**config.mk**
```make
export PLATFORM = sky130hd
export DESIGN_NAME = uart_tx_arbiter
export DESIGN_NICKNAME = d
export VERILOG_FILES = /design/src/rtl/uart_tx_arbiter_pkg.sv /design/src/rtl/uart_rr_pick.sv /design/src/rtl/uart_tx_arbiter.sv
export SDC_FILE = /design/constraint.sdc
export NUM_CORES = 1
export LEC_CHECK = 0
export CAP_MARGIN = 20
export CORE_ASPECT_RATIO = 0.7
export CORE_MARGIN = 2
export CORE_UTILIZATION = 44
export DETAILED_ROUTE_END_ITERATION = 12
export PLACE_DENSITY = 0.79
export SYNTH_ARGS = -nofsm -noshare
export SYNTH_HDL_FRONTEND = slang
export SYNTH_SLANG_ARGS = --single-unit
```
**constraint.sdc**
```tcl
create_clock -name clk -period 3.45 [get_ports clk]
set_input_delay 0.5175 -clock clk [delete_from_list [all_inputs] [get_ports clk]]
set_output_delay 0.5175 -clock clk [all_outputs]
set_load 0.01 [all_outputs]
```
**src/rtl/uart_tx_arbiter_pkg.sv**
```systemverilog
// Shared definitions for the uart_tx arbiter slice: frame length, FSM states,
// and a width helper.
package uart_tx_arbiter_pkg;

   localparam int unsigned FRAME_BITS = 10;

   typedef enum logic [1:0] {
      ST_IDLE  = 2'd0,
      ST_ISSUE = 2'd1,
      ST_WAIT  = 2'd2
   } state_t;

   function automatic int unsigned width_min1(input int unsigned n);
      return (n > 2) ? $clog2(n) : 1;
   endfunction

endpackage

```
**src/rtl/uart_rr_pick.sv**
```systemverilog
// Combinational round-robin picker: searches upward from last+1, wrapping at
// NUM_REQ-1, and returns the first asserted request as a one-hot pick.
module uart_rr_pick
   import uart_tx_arbiter_pkg::*;
#(
   parameter int unsigned NUM_REQ = 4,
   parameter int unsigned IDX_W   = width_min1(NUM_REQ)
) (
   input  logic [NUM_REQ-1:0] req,
   input  logic [IDX_W-1:0]   last,
   output logic               valid,
   output logic [NUM_REQ-1:0] pick
);

   logic [IDX_W:0]   sum;
   logic [IDX_W-1:0] idx;

   always_comb begin
      valid = 1'b0;
      pick  = '0;
      sum   = '0;
      idx   = '0;
      for (int unsigned k = 1; k <= NUM_REQ; k++) begin
         // last+k never exceeds 2*NUM_REQ-1, so a single subtract wraps it
         sum = {1'b0, last} + (IDX_W+1)'(k);
         if (sum >= (IDX_W+1)'(NUM_REQ)) begin
            sum = sum - (IDX_W+1)'(NUM_REQ);
         end
         idx = sum[IDX_W-1:0];
         if (!valid && req[idx]) begin
            valid     = 1'b1;
            pick[idx] = 1'b1;
         end
      end
   end

endmodule

```
**src/rtl/uart_tx_arbiter.sv**
```systemverilog
// Round-robin arbiter sharing one uart_tx among NUM_REQ byte requesters; after
// each grant it blocks further grants for one frame time with its own counter.
module uart_tx_arbiter
   import uart_tx_arbiter_pkg::*;
#(
   parameter int unsigned NUM_REQ      = 4,
   parameter int unsigned FRAME_CYCLES = FRAME_BITS
) (
   input  logic                 clk,
   input  logic                 reset,
   input  logic [NUM_REQ-1:0]   req,
   input  logic [8*NUM_REQ-1:0] req_data,
   output logic [NUM_REQ-1:0]   gnt,
   output logic                 tx_start,
   output logic [7:0]           tx_data,
   output logic                 busy,
   output logic [15:0]          frame_count
);

   localparam int unsigned IDX_W = width_min1(NUM_REQ);
   localparam int unsigned CNT_W = width_min1(FRAME_CYCLES);

   state_t               state_q, state_d;
   logic [IDX_W-1:0]     last_q, last_d;
   logic [IDX_W-1:0]     win_idx_q, win_idx_d;
   logic [CNT_W-1:0]     cnt_q, cnt_d;
   logic [15:0]          frame_cnt_q, frame_cnt_d;
   logic [7:0]           tx_data_q, tx_data_d;
   logic [NUM_REQ-1:0]   gnt_q, gnt_d;
   logic                 tx_start_q, tx_start_d;
   logic                 busy_q, busy_d;

   logic                 pick_valid;
   logic [NUM_REQ-1:0]   pick_oh;
   logic [IDX_W-1:0]     pick_idx;
   logic [7:0]           pick_byte;

   uart_rr_pick #(
      .NUM_REQ (NUM_REQ),
      .IDX_W   (IDX_W)
   ) u_pick (
      .req   (req),
      .last  (last_q),
      .valid (pick_valid),
      .pick  (pick_oh)
   );

   always_comb begin
      pick_idx  = '0;
      pick_byte = '0;
      for (int unsigned i = 0; i < NUM_REQ; i++) begin
         if (pick_oh[i]) begin
            pick_idx  = IDX_W'(i);
            pick_byte = req_data[8*i +: 8];
         end
      end
   end

   // Grant, start and data are loaded on the IDLE->ISSUE edge so that every
   // output comes straight from a flop and is valid throughout ISSUE.
   always_comb begin
      state_d     = state_q;
      last_d      = last_q;
      win_idx_d   = win_idx_q;
      cnt_d       = cnt_q;
      frame_cnt_d = frame_cnt_q;
      tx_data_d   = tx_data_q;
      gnt_d       = '0;
      tx_start_d  = 1'b0;
      unique case (state_q)
         ST_IDLE: begin
            if (pick_valid) begin
               state_d    = ST_ISSUE;
               win_idx_d  = pick_idx;
               tx_data_d  = pick_byte;
               gnt_d      = pick_oh;
               tx_start_d = 1'b1;
            end
         end
         ST_ISSUE: begin
            frame_cnt_d = frame_cnt_q + 16'd1;
            cnt_d       = CNT_W'(FRAME_CYCLES - 1);
            last_d      = win_idx_q;
            state_d     = ST_WAIT;
         end
         ST_WAIT: begin
            // Leaving on the cycle the count reaches zero yields FRAME_CYCLES-1 WAIT cycles
            cnt_d = cnt_q - CNT_W'(1);
            if (cnt_q == CNT_W'(1)) begin
               state_d = ST_IDLE;
            end
         end
         default: begin
            state_d = ST_IDLE;
         end
      endcase
      busy_d = (state_d != ST_IDLE);
   end

   always_ff @(posedge clk or posedge reset) begin
      if (reset) begin
         state_q     <= ST_IDLE;
         last_q      <= IDX_W'(NUM_REQ - 1);
         win_idx_q   <= '0;
         cnt_q       <= '0;
         frame_cnt_q <= '0;
         tx_data_q   <= '0;
         gnt_q       <= '0;
         tx_start_q  <= 1'b0;
         busy_q      <= 1'b0;
      end else begin
         state_q     <= state_d;
         last_q      <= last_d;
         win_idx_q   <= win_idx_d;
         cnt_q       <= cnt_d;
         frame_cnt_q <= frame_cnt_d;
         tx_data_q   <= tx_data_d;
         gnt_q       <= gnt_d;
         tx_start_q  <= tx_start_d;
         busy_q      <= busy_d;
      end
   end

   assign gnt         = gnt_q;
   assign tx_start    = tx_start_q;
   assign tx_data     = tx_data_q;
   assign busy        = busy_q;
   assign frame_count = frame_cnt_q;

endmodule
```
==> results of run 1 <==
==> registers in the layout, indices dropped and copies added, names as in the netlist <==
register and cells:
gnt 4, last_q 2, cnt_q 4, win_idx_q 2
tx_start 1, tx_data 8, frame_count 16, busy 1
state_q 2
==> kinds of logic (layout without fill, tap and decap cells) <==
group / after synthesis / in the layout
buffers and inverters: 21 / 87
adder cells (fa/ha/maj): 15 / 15
XOR/XNOR: 15 / 15
AO/OA/AOI/OAI: 80 / 80
flip-flops: 40 / 40
AND/OR/NAND/NOR: 80 / 80
multiplexers: 8 / 8
==> layout make-up <==
type                            count  area share [%]
Clock buffer                        7            2.89
Multi-Input combinational cell    198            41.6
Sequential cell                    40            30.2
Tap cell                           72            2.71
Clock inverter                      1           0.902
Timing Repair Buffer               69            20.6
Inverter                           10            1.13
==> worst max-delay path, stage by stage (launching register included) <==
cell,delay (ps)
dfstp_2,680
inv_1,160
ha_1,360
mux2_2,380
nand3_1,90
nand2_1,100
a22oi_2,480
a21oi_1,120
a211oi_1,360
o22ai_1,140
==> synth_stat cells (3+ instances only) <==
library cell / number / area, um2
clkbuf_1: 6 / 22.5
buf_2: 3 / 15.0
nand3_1: 11 / 55.1
and3_1: 4 / 25.0
inv_1: 8 / 30.0
a21o_1: 10 / 75.1
o21ai_0: 6 / 30.0
nand2_1: 28 / 105
ha_1: 15 / 188
nand4_1: 7 / 43.8
o211ai_2: 8 / 100
mux2_2: 3 / 33.8
a211oi_1: 8 / 60.1
nor3_1: 3 / 15.0
dfrtp_1: 38 / 951
o22ai_1: 9 / 56.3
xnor2_1: 11 / 96.3
mux2i_1: 3 / 30.0
nor2_1: 19 / 71.3
a21oi_1: 23 / 115
xor2_1: 4 / 35.0
==> power by group <==
part	switching [uW]	total [uW]	internal, uW
combinational	879	1620	737
sequential	158	805	647
clock	166	422	255
==> per-layer routing <==
metal | global-route usage (%) | share of wire [%] | vias to the layer above
li1 | - | - | 1069
met3 | 6.00 | 8.9 | 12
met4 | 5.62 | 1.7 | 0
met5 | 0 | 0 | -
met1 | 29.5 | 48 | 1029
met2 | 30.4 | 42 | 79
==> worst min-delay path by stage <==
stage                          from               to  slack (ps)
floorplan              win_idx_q[0]        last_q[0]         450
finish              frame_count[15]  frame_count[15]         470
global route        frame_count[15]  frame_count[15]         510
CTS                 frame_count[15]  frame_count[15]         480
detailed placement  frame_count[15]  frame_count[15]         470
global placement    frame_count[15]  frame_count[15]         460
==> through the flow <==
step	std cells	power, uW	hold slack, ps	instance area [um2]	util [%]
after floorplan	259	1920	453	2490	-
after global placement	389	2380	461	3200	60.0
after detailed placement	389	2420	469	3200	60.0
after CTS	397	2840	480	3330	62.3
after global routing	397	3080	511	3330	62.3
final	397	2840	472	3330	62.3
==> run_summary.xml, run 1 <==
<?xml version="1.0" encoding="UTF-8"?>
<metrics>
  <group name="yosys">
    <metric name="synth_async_sr_flop_share" unit="%">100</metric>
    <metric name="synth_top_family_by_area" unit="">compound AO/OA/AOI/OAI gates</metric>
    <metric name="seq_cells_post_synth" unit="">40</metric>
    <metric name="post_synth_num_cell_types" unit="">44</metric>
    <metric name="post_synth_xor_xnor_area" unit="%">5.28</metric>
    <metric name="synth_nets" unit="">312</metric>
    <metric name="postSynthAreaPerCell" unit="um2">9.60</metric>
    <metric name="post_synth_inst_count" unit="">259</metric>
    <metric name="yosys_most_used_dff" unit="">dfrtp_1</metric>
    <metric name="synth.yosys.seq_area_share" unit="%">40.4</metric>
    <metric name="netlist_area" unit="um2">2490</metric>
    <metric name="edff_count_synth" unit="">0</metric>
    <metric name="yosys.area_share.simple" unit="%">15.0</metric>
    <metric name="post_synthesis_compound_gate_area_fraction" unit="%">23.5</metric>
    <metric name="yosys-mux-area-fraction" unit="%">4.38</metric>
    <metric name="synth_warnings" unit="">0</metric>
    <metric name="synth-adder-area-share" unit="%">7.55</metric>
  </group>
  <group name="setup_path">
    <metric name="reg2reg_setup_slack" unit="ps">460</metric>
    <metric name="endpoint_kind" unit="">flop</metric>
    <metric name="setup.worst_path.class" unit="">reg -&gt; reg</metric>
    <metric name="crit-reg2reg-launch" unit="">last_q[1]</metric>
    <metric name="arrival" unit="ps">3170</metric>
    <metric name="worst_setup_path_endpoint" unit="">tx_data[2]</metric>
    <metric name="worstPathRequired" unit="ps">3630</metric>
    <metric name="worst_setup_path_startpoint" unit="">last_q[1]</metric>
    <metric name="worstPathMaxFanout" unit="">12</metric>
    <metric name="worstSetupStartpointType" unit="">flop</metric>
    <metric name="r2r_end" unit="">tx_data[2]</metric>
    <metric name="r2r.worst_path.cells" unit="">9</metric>
  </group>
  <group name="global_routing">
    <metric name="first_global_vias" unit="">2065</metric>
    <metric name="first_pass_grt_wire_length" unit="mm">9.95</metric>
    <metric name="antenna_found_initial" unit="">0</metric>
    <metric name="grt.total_usage" unit="%">20.6</metric>
    <metric name="grt_max_degree" unit="">23</metric>
    <metric name="grt_remaining_overflow" unit="">0</metric>
  </group>
  <group name="clocking">
    <metric name="cts_repair_resize_count" unit="">0</metric>
    <metric name="htree_levels" unit="">2</metric>
    <metric name="inserted_clock_buffers" unit="">5</metric>
    <metric name="postCtsSetupBuffers" unit="">0</metric>
    <metric name="clock_sink_count" unit="">40</metric>
    <metric name="cts-root-to-sink-buffers" unit="">2</metric>
    <metric name="cts_root_buf" unit="">clkbuf_8</metric>
    <metric name="cts_tree" unit="">done</metric>
    <metric name="worst_skew_pair.late_latency" unit="ps">300</metric>
    <metric name="clk_slew_on_worst_s_h_paths" unit="ps">80</metric>
    <metric name="cts_hold_buf" unit="">0</metric>
  </group>
  <group name="min_path">
    <metric name="timing.hold.worst.class" unit="">reg -&gt; reg</metric>
    <metric name="hold_path_depth" unit="">1</metric>
  </group>
  <group name="die">
    <metric name="die_h" unit="um">66.9</metric>
    <metric name="core" unit="um2">5340</metric>
    <metric name="initial_utilization" unit="%">46.6</metric>
    <metric name="floorplan.die_area" unit="um2">6280</metric>
    <metric name="design.portCount" unit="">68</metric>
    <metric name="standard_cell_rows" unit="">22</metric>
    <metric name="die_width" unit="um">93.8</metric>
  </group>
  <group name="placed_design">
    <metric name="gp_congestion" unit="">0.912</metric>
    <metric name="hpwl_dp" unit="mm">4.51</metric>
    <metric name="place_ws" unit="ps">451</metric>
    <metric name="placement.io_buffers" unit="">67</metric>
  </group>
  <group name="layout">
    <metric name="seq_area" unit="um2">1000</metric>
    <metric name="antenna_cells" unit="">0</metric>
    <metric name="synth_to_layout_area_growth" unit="%">33.9</metric>
    <metric name="layout-drive-gt1-share" unit="%">9.54</metric>
    <metric name="multi_input_comb_area" unit="um2">1390</metric>
    <metric name="most-common-layout-cells" unit="">67 x clkdlybuf4s50_1, 38 x dfrtp_1, 28 x nand2_1</metric>
    <metric name="layout.cells.most_common" unit="">clkdlybuf4s50_1</metric>
    <metric name="fill_cells" unit="">463</metric>
    <metric name="nets" unit="">377</metric>
  </group>
  <group name="timing">
    <metric name="finalHoldViolCount" unit="">0</metric>
    <metric name="grt_setup_unrepaired" unit="">false</metric>
    <metric name="setup_viol" unit="">0</metric>
    <metric name="final.setup.tns" unit="ps">0</metric>
    <metric name="max_slew_violation_total_from_the_final_report" unit="">0</metric>
    <metric name="post-route-worst-setup-slack" unit="ps">461</metric>
    <metric name="maxClockFrequency" unit="GHz">0.335</metric>
    <metric name="tightestPinTransition" unit="ps">733</metric>
    <metric name="slew_headroom" unit="%">50.9</metric>
    <metric name="part_of_the_cycle_the_worst_path_needs" unit="%">86.6</metric>
    <metric name="clock_skew" unit="ps">4.87</metric>
    <metric name="period_needed" unit="ps">2990</metric>
  </group>
  <group name="detailed_routing">
    <metric name="route.final.wire_length" unit="mm">6.11</metric>
    <metric name="remaining_drc_errors" unit="">0</metric>
    <metric name="drt_first_pass_iters" unit="">4</metric>
    <metric name="route.vias.total" unit="">2189</metric>
    <metric name="1st_iter_drt_viols" unit="">147</metric>
    <metric name="detail_route.vias_per_cell" unit="">5.51</metric>
    <metric name="wl_per_cell" unit="um">15.4</metric>
    <metric name="detail-route-antenna-nets" unit="">0</metric>
  </group>
  <group name="pwr">
    <metric name="power.density" unit="nW/um2">854</metric>
    <metric name="p_leak" unit="uW">0.00145</metric>
    <metric name="max_vdd_drop" unit="uV">320</metric>
  </group>
  <group name="flow_run">
    <metric name="number_of_max_capacitance_violations_reported" unit="">0</metric>
  </group>
  <group name="outcome">
    <metric name="run_status" unit="">completed</metric>
  </group>
</metrics>
No activity file was read; power rests on OpenSTA's default activity.
==> run 2, diff against run 1 <==
--- a/config.mk
+++ b/config.mk
@@ -6,9 +6,9 @@
 export NUM_CORES = 1
 export LEC_CHECK = 0
 export CAP_MARGIN = 20
-export CORE_ASPECT_RATIO = 0.7
 export CORE_MARGIN = 2
 export CORE_UTILIZATION = 44
+export CTS_CLUSTER_SIZE = 10
 export DETAILED_ROUTE_END_ITERATION = 12
 export PLACE_DENSITY = 0.79
 export SYNTH_ARGS = -nofsm -noshare
==> run 2 against run 1 <==
  * First-iteration DRC count decreased by 33%
  * Sequential share of layout area up 0.17 points
  * Core utilization decreased by 1.9 points
  * Wire length is 3.0% lower
  * Via count up 0.64%
==> run_summary.xml, run 2 (same netlist as run 1, synthesis figures left out) <==
<?xml version="1.0" encoding="UTF-8"?>
<metrics>
  <group name="outcome">
    <metric name="run_status" unit="">completed</metric>
  </group>
  <group name="timing">
    <metric name="clock_skew" unit="ps">11.4</metric>
    <metric name="part_of_the_cycle_the_worst_path_needs" unit="%">84.2</metric>
    <metric name="max_slew_violation_total_from_the_final_report" unit="">0</metric>
    <metric name="period_needed" unit="ps">2900</metric>
    <metric name="tightestPinTransition" unit="ps">732</metric>
    <metric name="slew_headroom" unit="%">51.0</metric>
    <metric name="grt_setup_unrepaired" unit="">false</metric>
    <metric name="setup_viol" unit="">0</metric>
    <metric name="finalHoldViolCount" unit="">0</metric>
    <metric name="worst_hold_margin" unit="ps">476</metric>
    <metric name="maxClockFrequency" unit="GHz">0.344</metric>
    <metric name="final.setup.tns" unit="ps">0</metric>
    <metric name="post-route-worst-setup-slack" unit="ps">546</metric>
  </group>
  <group name="detailed_routing">
    <metric name="1st_iter_drt_viols" unit="">99</metric>
    <metric name="remaining_drc_errors" unit="">0</metric>
    <metric name="route.final.wire_length" unit="mm">5.93</metric>
    <metric name="detail_route.vias_per_cell" unit="">5.55</metric>
    <metric name="detail-route-antenna-nets" unit="">0</metric>
    <metric name="wl_per_cell" unit="um">14.9</metric>
    <metric name="drt_first_pass_iters" unit="">5</metric>
    <metric name="route.vias.total" unit="">2203</metric>
  </group>
  <group name="clocking">
    <metric name="cts_repair_resize_count" unit="">0</metric>
    <metric name="cts_tree" unit="">done</metric>
    <metric name="inserted_clock_buffers" unit="">5</metric>
    <metric name="worst_skew_pair.late_latency" unit="ps">300</metric>
    <metric name="cts_root_buf" unit="">clkbuf_8</metric>
    <metric name="clk_slew_on_worst_s_h_paths" unit="ps">80</metric>
    <metric name="cts_hold_buf" unit="">0</metric>
    <metric name="clock_sink_count" unit="">40</metric>
    <metric name="htree_levels" unit="">2</metric>
    <metric name="postCtsSetupBuffers" unit="">0</metric>
    <metric name="cts-root-to-sink-buffers" unit="">2</metric>
  </group>
  <group name="layout">
    <metric name="fill_cells" unit="">498</metric>
    <metric name="layout.cells.most_common" unit="">clkdlybuf4s50_1</metric>
    <metric name="layout-drive-gt1-share" unit="%">9.23</metric>
    <metric name="most-common-layout-cells" unit="">67 x clkdlybuf4s50_1, 38 x dfrtp_1, 28 x nand2_1</metric>
    <metric name="nets" unit="">377</metric>
    <metric name="synth_to_layout_area_growth" unit="%">33.1</metric>
    <metric name="largest_register_ff_count" unit="">16</metric>
    <metric name="fin_util" unit="%">60.5</metric>
    <metric name="antenna_cells" unit="">0</metric>
  </group>
  <group name="die">
    <metric name="core" unit="um2">5470</metric>
    <metric name="standard_cell_rows" unit="">27</metric>
    <metric name="initial_utilization" unit="%">45.4</metric>
    <metric name="design.portCount" unit="">68</metric>
    <metric name="die_h" unit="um">79.2</metric>
    <metric name="die_width" unit="um">79.2</metric>
    <metric name="floorplan.die_area" unit="um2">6270</metric>
  </group>
  <group name="placed_design">
    <metric name="place_ws" unit="ps">430</metric>
    <metric name="hpwl_dp" unit="mm">4.37</metric>
    <metric name="placement.io_buffers" unit="">67</metric>
    <metric name="gp_congestion" unit="">0.923</metric>
  </group>
  <group name="setup_path">
    <metric name="worstSetupStartpointType" unit="">flop</metric>
    <metric name="worstPathMaxFanout" unit="">12</metric>
    <metric name="endpoint_kind" unit="">flop</metric>
    <metric name="reg2reg_setup_slack" unit="ps">550</metric>
    <metric name="max_stage_delay" unit="ps">670</metric>
    <metric name="worstPathRequired" unit="ps">3630</metric>
    <metric name="crit-reg2reg-launch" unit="">last_q[1]</metric>
    <metric name="worst_setup_path_startpoint" unit="">last_q[1]</metric>
    <metric name="setup.worst_path.class" unit="">reg -&gt; reg</metric>
    <metric name="cpMaxStageDelayCell" unit="">dfstp_2</metric>
    <metric name="cp_cell_sequence" unit="">inv_1, ha_1, mux2_2, nand3_1, nand2_1, a22oi_2, a21oi_1, a211oi_1, o22ai_1</metric>
    <metric name="arrival" unit="ps">3080</metric>
  </group>
  <group name="global_routing">
    <metric name="grt.total_usage" unit="%">19.4</metric>
    <metric name="first_global_vias" unit="">2056</metric>
    <metric name="grt_max_degree" unit="">41</metric>
    <metric name="first_pass_grt_wire_length" unit="mm">9.70</metric>
    <metric name="grt_remaining_overflow" unit="">0</metric>
    <metric name="antenna_found_initial" unit="">0</metric>
  </group>
  <group name="pwr">
    <metric name="max_vdd_drop" unit="uV">452</metric>
    <metric name="power.share.sequential" unit="%">28.6</metric>
    <metric name="p_sw_share" unit="%">42.9</metric>
    <metric name="p_leak" unit="uW">0.00144</metric>
    <metric name="power.share.clock" unit="%">13.4</metric>
    <metric name="power.combinational.fraction" unit="%">58.0</metric>
    <metric name="total_power" unit="uW">2800</metric>
    <metric name="internal_power" unit="uW">1600</metric>
    <metric name="power.density" unit="nW/um2">846</metric>
    <metric name="p_switching" unit="uW">1200</metric>
  </group>
  <group name="min_path">
    <metric name="hold_path_startpoint" unit="">frame_count[15]</metric>
    <metric name="timing.hold.worst.class" unit="">reg -&gt; reg</metric>
  </group>
  <group name="flow_run">
    <metric name="number_of_max_capacitance_violations_reported" unit="">0</metric>
  </group>
</metrics>
## run 2: cell count changes in the layout (fill, tap and decap cells not counted), sizes merged
cell    change
clkinv      +1
clkbuf      -1
## run 2: cell type report
class                           instances  area [um2]  area share [%]
Clock buffer                            6        72.6            2.19
Tap cell                               72        90.1            2.72
Timing Repair Buffer                   69         686            20.7
Sequential cell                        40        1000            30.3
Multi-Input combinational cell        198        1390            41.9
Inverter                               10        37.5            1.13
Clock inverter                          2        35.0            1.06
## run 2: path summary, 6_finish.rpt
path | depth (start not counted) | endpoint
setup / recovery | 9 | tx_data[0]
hold / removal | 1 | frame_count[15]
min in group asynchronous | 3 | tx_data[6]
setup reg to reg | 9 | tx_data[0]
max in group asynchronous | 3 | last_q[1]
hold reg to reg | 1 | frame_count[15]
## run 2: power groups by stage
stage | combinational, uW | sequential, uW | clock, uW
after floorplan | 1110 | 811 | 0
after global placement | 1570 | 806 | 0
after detailed placement | 1620 | 805 | 0
after CTS | 1620 | 800 | 385
after global routing | 1790 | 826 | 401
final | 1620 | 801 | 375
## run 2: per-layer routing
layer	vias to the layer above	GRT usage, %	part of all wire (%)
met3	8	3.98	6.9
li1	1066	-	-
met2	81	31.7	48
met5	-	0	0
met1	1048	26.2	44
met4	0	5.52	1.1
## run 2: worst max-delay path, delay by kind of cell (launching register included)
kind | cells | cell delay [ps]
buffers and inverters | 1 | 150
multiplexers | 1 | 380
adder cells (fa/ha/maj) | 1 | 380
AO/OA/AOI/OAI | 4 | 1050
AND/OR/NAND/NOR | 2 | 180
flip-flops | 1 | 670
## run 2: through the flow
| step | cells | area, um2 |
|---|---|---|
| 4_1_cts | 397 | 3310 |
| 3_3_place_gp | 389 | 3200 |
| 3_5_place_dp | 389 | 3200 |
| 6_report | 397 | 3310 |
| 2_1_floorplan | 259 | 2490 |
| 5_1_grt | 397 | 3310 |
==> run 3, diff against run 2 <==
==> constraint.sdc (replaced) <==
create_clock -name clk -period 2.74 [get_ports clk]
set_input_delay 0.411 -clock clk [delete_from_list [all_inputs] [get_ports clk]]
set_output_delay 0.411 -clock clk [all_outputs]
set_load 0.01 [all_outputs]
==> run 3 against run 2 <==
  * Cell count increased by 2.3%
  * Combinational power increased by 33%
  * Clock power increased by 37%
  * Via count unchanged
  * Wire length increased by 0.59%
  * Final area increased by 2.5%
  * Core utilization increased by 1.5 points
  * Hold slack improved by 8.3 ps
  * Global-route usage increased by 0.46 points
  * Flip-flop and latch count unchanged
  * Critical path type unchanged
  * Largest cell class unchanged
  * Largest power group unchanged
  * Highest routed layer unchanged
==> run_summary.xml, run 3 (same netlist as run 1, synthesis figures left out) <==
<?xml version="1.0" encoding="UTF-8"?>
<metrics>
  <group name="outcome">
    <metric name="run_status" unit="">completed</metric>
  </group>
  <group name="die">
    <metric name="design.portCount" unit="">68</metric>
    <metric name="standard_cell_rows" unit="">27</metric>
    <metric name="die_h" unit="um">79.2</metric>
    <metric name="die_width" unit="um">79.2</metric>
    <metric name="floorplan.die_area" unit="um2">6270</metric>
    <metric name="initial_utilization" unit="%">45.4</metric>
    <metric name="core" unit="um2">5470</metric>
  </group>
  <group name="layout">
    <metric name="layoutNonFillerInstCount" unit="">406</metric>
    <metric name="fill_cells" unit="">470</metric>
    <metric name="most-common-layout-cells" unit="">67 x clkdlybuf4s50_1, 38 x dfrtp_1, 28 x nand2_1</metric>
    <metric name="nets" unit="">386</metric>
    <metric name="antenna_cells" unit="">0</metric>
    <metric name="largest_register_ff_count" unit="">16</metric>
    <metric name="layout-drive-gt1-share" unit="%">12.3</metric>
    <metric name="layout.cells.most_common" unit="">clkdlybuf4s50_1</metric>
    <metric name="synth_to_layout_area_growth" unit="%">36.4</metric>
  </group>
  <group name="setup_path">
    <metric name="worstPathMaxFanout" unit="">10</metric>
    <metric name="worstSetupStartpointType" unit="">flop</metric>
    <metric name="arrival" unit="ps">2780</metric>
    <metric name="endpoint_kind" unit="">flop</metric>
    <metric name="worstPathRequired" unit="ps">2950</metric>
    <metric name="setup.worst_path.class" unit="">reg -&gt; reg</metric>
  </group>
  <group name="timing">
    <metric name="final.setup.tns" unit="ps">0</metric>
    <metric name="grt_setup_unrepaired" unit="">false</metric>
    <metric name="tightestPinTransition" unit="ps">498</metric>
    <metric name="clock_skew" unit="ps">4.48</metric>
    <metric name="period_needed" unit="ps">2570</metric>
    <metric name="maxClockFrequency" unit="GHz">0.389</metric>
    <metric name="setup_viol" unit="">0</metric>
    <metric name="slew_headroom" unit="%">66.8</metric>
    <metric name="part_of_the_cycle_the_worst_path_needs" unit="%">93.9</metric>
    <metric name="finalHoldViolCount" unit="">0</metric>
    <metric name="max_slew_violation_total_from_the_final_report" unit="">0</metric>
  </group>
  <group name="clocking">
    <metric name="clock_sink_count" unit="">40</metric>
    <metric name="cts_repair_resize_count" unit="">0</metric>
    <metric name="clk_slew_on_worst_s_h_paths" unit="ps">80</metric>
    <metric name="inserted_clock_buffers" unit="">5</metric>
    <metric name="cts_hold_buf" unit="">0</metric>
    <metric name="worst_skew_pair.late_latency" unit="ps">290</metric>
    <metric name="cts-root-to-sink-buffers" unit="">2</metric>
    <metric name="htree_levels" unit="">2</metric>
    <metric name="cts_root_buf" unit="">clkbuf_8</metric>
    <metric name="postCtsSetupBuffers" unit="">0</metric>
    <metric name="cts_tree" unit="">done</metric>
  </group>
  <group name="global_routing">
    <metric name="grt.total_usage" unit="%">19.9</metric>
    <metric name="grt_max_degree" unit="">41</metric>
    <metric name="antenna_found_initial" unit="">0</metric>
    <metric name="first_pass_grt_wire_length" unit="mm">10.1</metric>
    <metric name="first_global_vias" unit="">2193</metric>
    <metric name="grt_remaining_overflow" unit="">0</metric>
  </group>
  <group name="pwr">
    <metric name="max_vdd_drop" unit="uV">744</metric>
    <metric name="power.density" unit="nW/um2">1070</metric>
    <metric name="p_leak" unit="uW">0.00149</metric>
  </group>
  <group name="min_path">
    <metric name="timing.hold.worst.class" unit="">reg -&gt; reg</metric>
  </group>
  <group name="placed_design">
    <metric name="gp_congestion" unit="">0.868</metric>
    <metric name="placement.io_buffers" unit="">67</metric>
    <metric name="placed_cells_incl_taps" unit="">398</metric>
    <metric name="hpwl_dp" unit="mm">4.28</metric>
  </group>
  <group name="detailed_routing">
    <metric name="drt_first_pass_iters" unit="">4</metric>
    <metric name="route.vias.total" unit="">2203</metric>
    <metric name="remaining_drc_errors" unit="">0</metric>
    <metric name="wl_per_cell" unit="um">14.7</metric>
    <metric name="detail-route-antenna-nets" unit="">0</metric>
    <metric name="route.final.wire_length" unit="mm">5.96</metric>
    <metric name="1st_iter_drt_viols" unit="">142</metric>
    <metric name="detail_route.vias_per_cell" unit="">5.43</metric>
  </group>
  <group name="flow_run">
    <metric name="number_of_max_capacitance_violations_reported" unit="">0</metric>
  </group>
</metrics>
-- run 3: cell types whose count changed in the layout (fill, tap and decap cells not counted) --
| cell | before | now |
|---|---|---|
| clkinv_4 | 0 | 1 |
| clkbuf_1 | 1 | 0 |
| o211a_1 | 1 | 0 |
| o211a_2 | 0 | 1 |
| clkbuf_8 | 5 | 6 |
| clkinv_2 | 1 | 0 |
| buf_4 | 2 | 11 |
-- run 3: worst paths after layout --
path | depth (start not counted) | from | end | slack [ps]
min in group asynchronous | 3 | reset | tx_data[5] | 550
worst min-delay path | 1 | frame_count[15] | frame_count[15] | 480
max in group asynchronous | 3 | reset | last_q[1] | 1820
worst min register to register | 1 | frame_count[15] | frame_count[15] | 480
worst max register to register | 9 | last_q[1] | tx_data[4] | 170
worst max-delay path | 9 | last_q[1] | tx_data[4] | 170
-- run 3: routing by layer --
metal	GRT usage, %	wire length (um)	vias up
met5	0	0	-
met4	3.28	15	0
met3	3.98	395	2
met2	32.1	2780	68
met1	28.1	2770	1049
li1	-	-	1084
-- run 3: power breakdown --
part / internal, uW / switching, uW
registers: 811 / 146
clock network: 298 / 216
logic: 1000 / 1160
total: 2110 / 1520
-- run 3: final cells by class --
type / count / area, um2 / share of cell area (%)
repair buffers: 78 / 753 / 22.2
flip-flops and latches: 40 / 1000 / 29.6
clock inverters: 2 / 38.8 / 1.14
well taps: 72 / 90.1 / 2.66
multi-input cells: 198 / 1390 / 40.8
inverters: 10 / 37.5 / 1.11
clock buffers: 6 / 82.6 / 2.44
-- run 3: critical path, cell delays in order (launching register included) --
cell and delay [ps]:
dfstp_2 540, inv_1 90, ha_1 350, mux2_2 380, nand3_1 90, nand2_1 80, a22oi_1 240, o211a_2 410
o211ai_2 150, o22ai_1 170
-- run 3: stage by stage --
stage	hold slack [ps]	worst slack, ps	utilization [%]	total power [uW]	instance area (um2)
2_1_floorplan	453	149	-	2410	2490
3_3_place_gp	466	107	59.7	3070	3270
3_5_place_dp	472	54.2	59.7	3110	3270
4_1_cts	483	108	62.0	3640	3390
5_1_grt	523	16.6	62.0	3930	3390
6_report	484	166	62.0	3640	3390
==> RTL change: new RTL, config.mk and constraints of run 3 <==
Put one more register stage on the output `frame_count`, without a reset. The value now appears one clock later. The other outputs are not delayed to match.
--- a/src/rtl/uart_tx_arbiter.sv
+++ b/src/rtl/uart_tx_arbiter.sv
@@ -125,6 +125,8 @@
    assign tx_start    = tx_start_q;
    assign tx_data     = tx_data_q;
    assign busy        = busy_q;
-   assign frame_count = frame_cnt_q;
+   always_ff @(posedge clk) begin
+      frame_count <= frame_cnt_q;
+   end
 
 endmodule
Behaviour: not the same (a bounded check fails within 4 cycles, from zero or initial values and one cycle with reset high).
==> RTL change against run 3 <==
Sequential cell count grew 16. Wire length shrank 4.8%. Worst hold slack lost 69 ps. Synthesized area grew 7.3%. Critical path type unchanged. Sequential share of layout area grew 6.6 points. Setup slack lost 45 ps. Cell area grew 7.8%. Total power grew 14%. Die area grew 6.9%.
==> RTL change: results (changes against run 3) <==
run_status:
  status: "completed"  # unchanged
finish:
  finalNonFillerCells: 402  # was 406
  nNetsFinal: 379  # was 386
  inv_count: 12  # was 10
  seq-cell-share_pct: 36.2  # was 29.6%
  layout-drive-gt1-share_pct: 16.2  # was 12.3%
  fill_cells: 480  # was 470
grt:
  grt_use_met3_pct: 3.30  # was 3.98%
  grt_pass1_wl_mm: 9.01  # was 10.1 mm
  met1_usage_pct: 23.5  # was 28.1%
  grtUsageMet2_pct: 27.6  # was 32.1%
logic_synthesis:
  synth_compound_area_share_pct: 15.6  # was 23.5%
  async_flop_share_pct: 71.4  # was 100%
  synthDistinctLibCells: 45  # was 44
  synth_cells: 242  # was 259
  synth_mux_area_share_pct: 5.82  # was 4.38%
  synth-xor-area-share_pct: 4.92  # was 5.28%
  synth_fa_ha_area_share_pct: 7.04  # was 7.55%
clocking:
  cts_sinks: 56  # was 40
  clock_latency_ps: 310  # was 290 ps
detailed_routing:
  met1_length_mm: 2.50  # was 2.77 mm
  wl_per_cell_um: 14.1  # was 14.7 µm
  drtIter0Drc: 48  # was 142
  dr_total_vias: 2135  # was 2203
  wl_met3_um: 220  # was 395 µm
placement:
  place_inst: 392  # was 398
  place_hpwl_mm: 4.37  # was 4.28 mm
pwr:
  p_leak_nw: 1.57  # was 1.49 nW
  p_sw_share_pct: 40.0  # was 41.9%
  ir_drop_v: 0.000871  # was 0.000744 V
  powerSeq_mw: 1.24  # was 0.957 mW
die:
  rows: 28  # was 27
sta:
  clock_skew_ps: 8.59  # was 4.48 ps
hold_path:
  whs_path_depth: 0  # was 1
==> RTL change: cell types whose count changed after synthesis, sizes merged, moves of 3 or more <==
cell / run 3 / this run
nand2: 29 / 20
nand3: 11 / 4
a211oi: 8 / 0
o211ai: 10 / 0
a221oi: 0 / 8
and2: 0 / 3
a21o: 10 / 0
clkbuf: 6 / 3
and3: 4 / 12
o22ai: 9 / 2
o21ai: 8 / 25
dfxtp: 0 / 16
nor2: 19 / 12
a21oi: 23 / 16
==> RTL change: worst register-to-register path, delay by kind of cell, from the launching register on <==
kind	cells	cell delay [ps]
fa+ha+maj	1	320
mux	1	320
flops	1	540
simple gates	1	220
buf+inv	1	110
compound gates	4	1010
==> RTL change: final timing paths <==
kind                                      start               to  slack [ps]
max in group asynchronous                 reset        last_q[1]        1850
worst max-delay path                  last_q[1]       tx_data[3]         120
worst max register to register        last_q[1]       tx_data[3]         120
worst min register to register  frame_cnt_q[15]  frame_count[15]         420
worst min-delay path            frame_cnt_q[15]  frame_count[15]         420
min in group asynchronous                 reset           gnt[3]         530
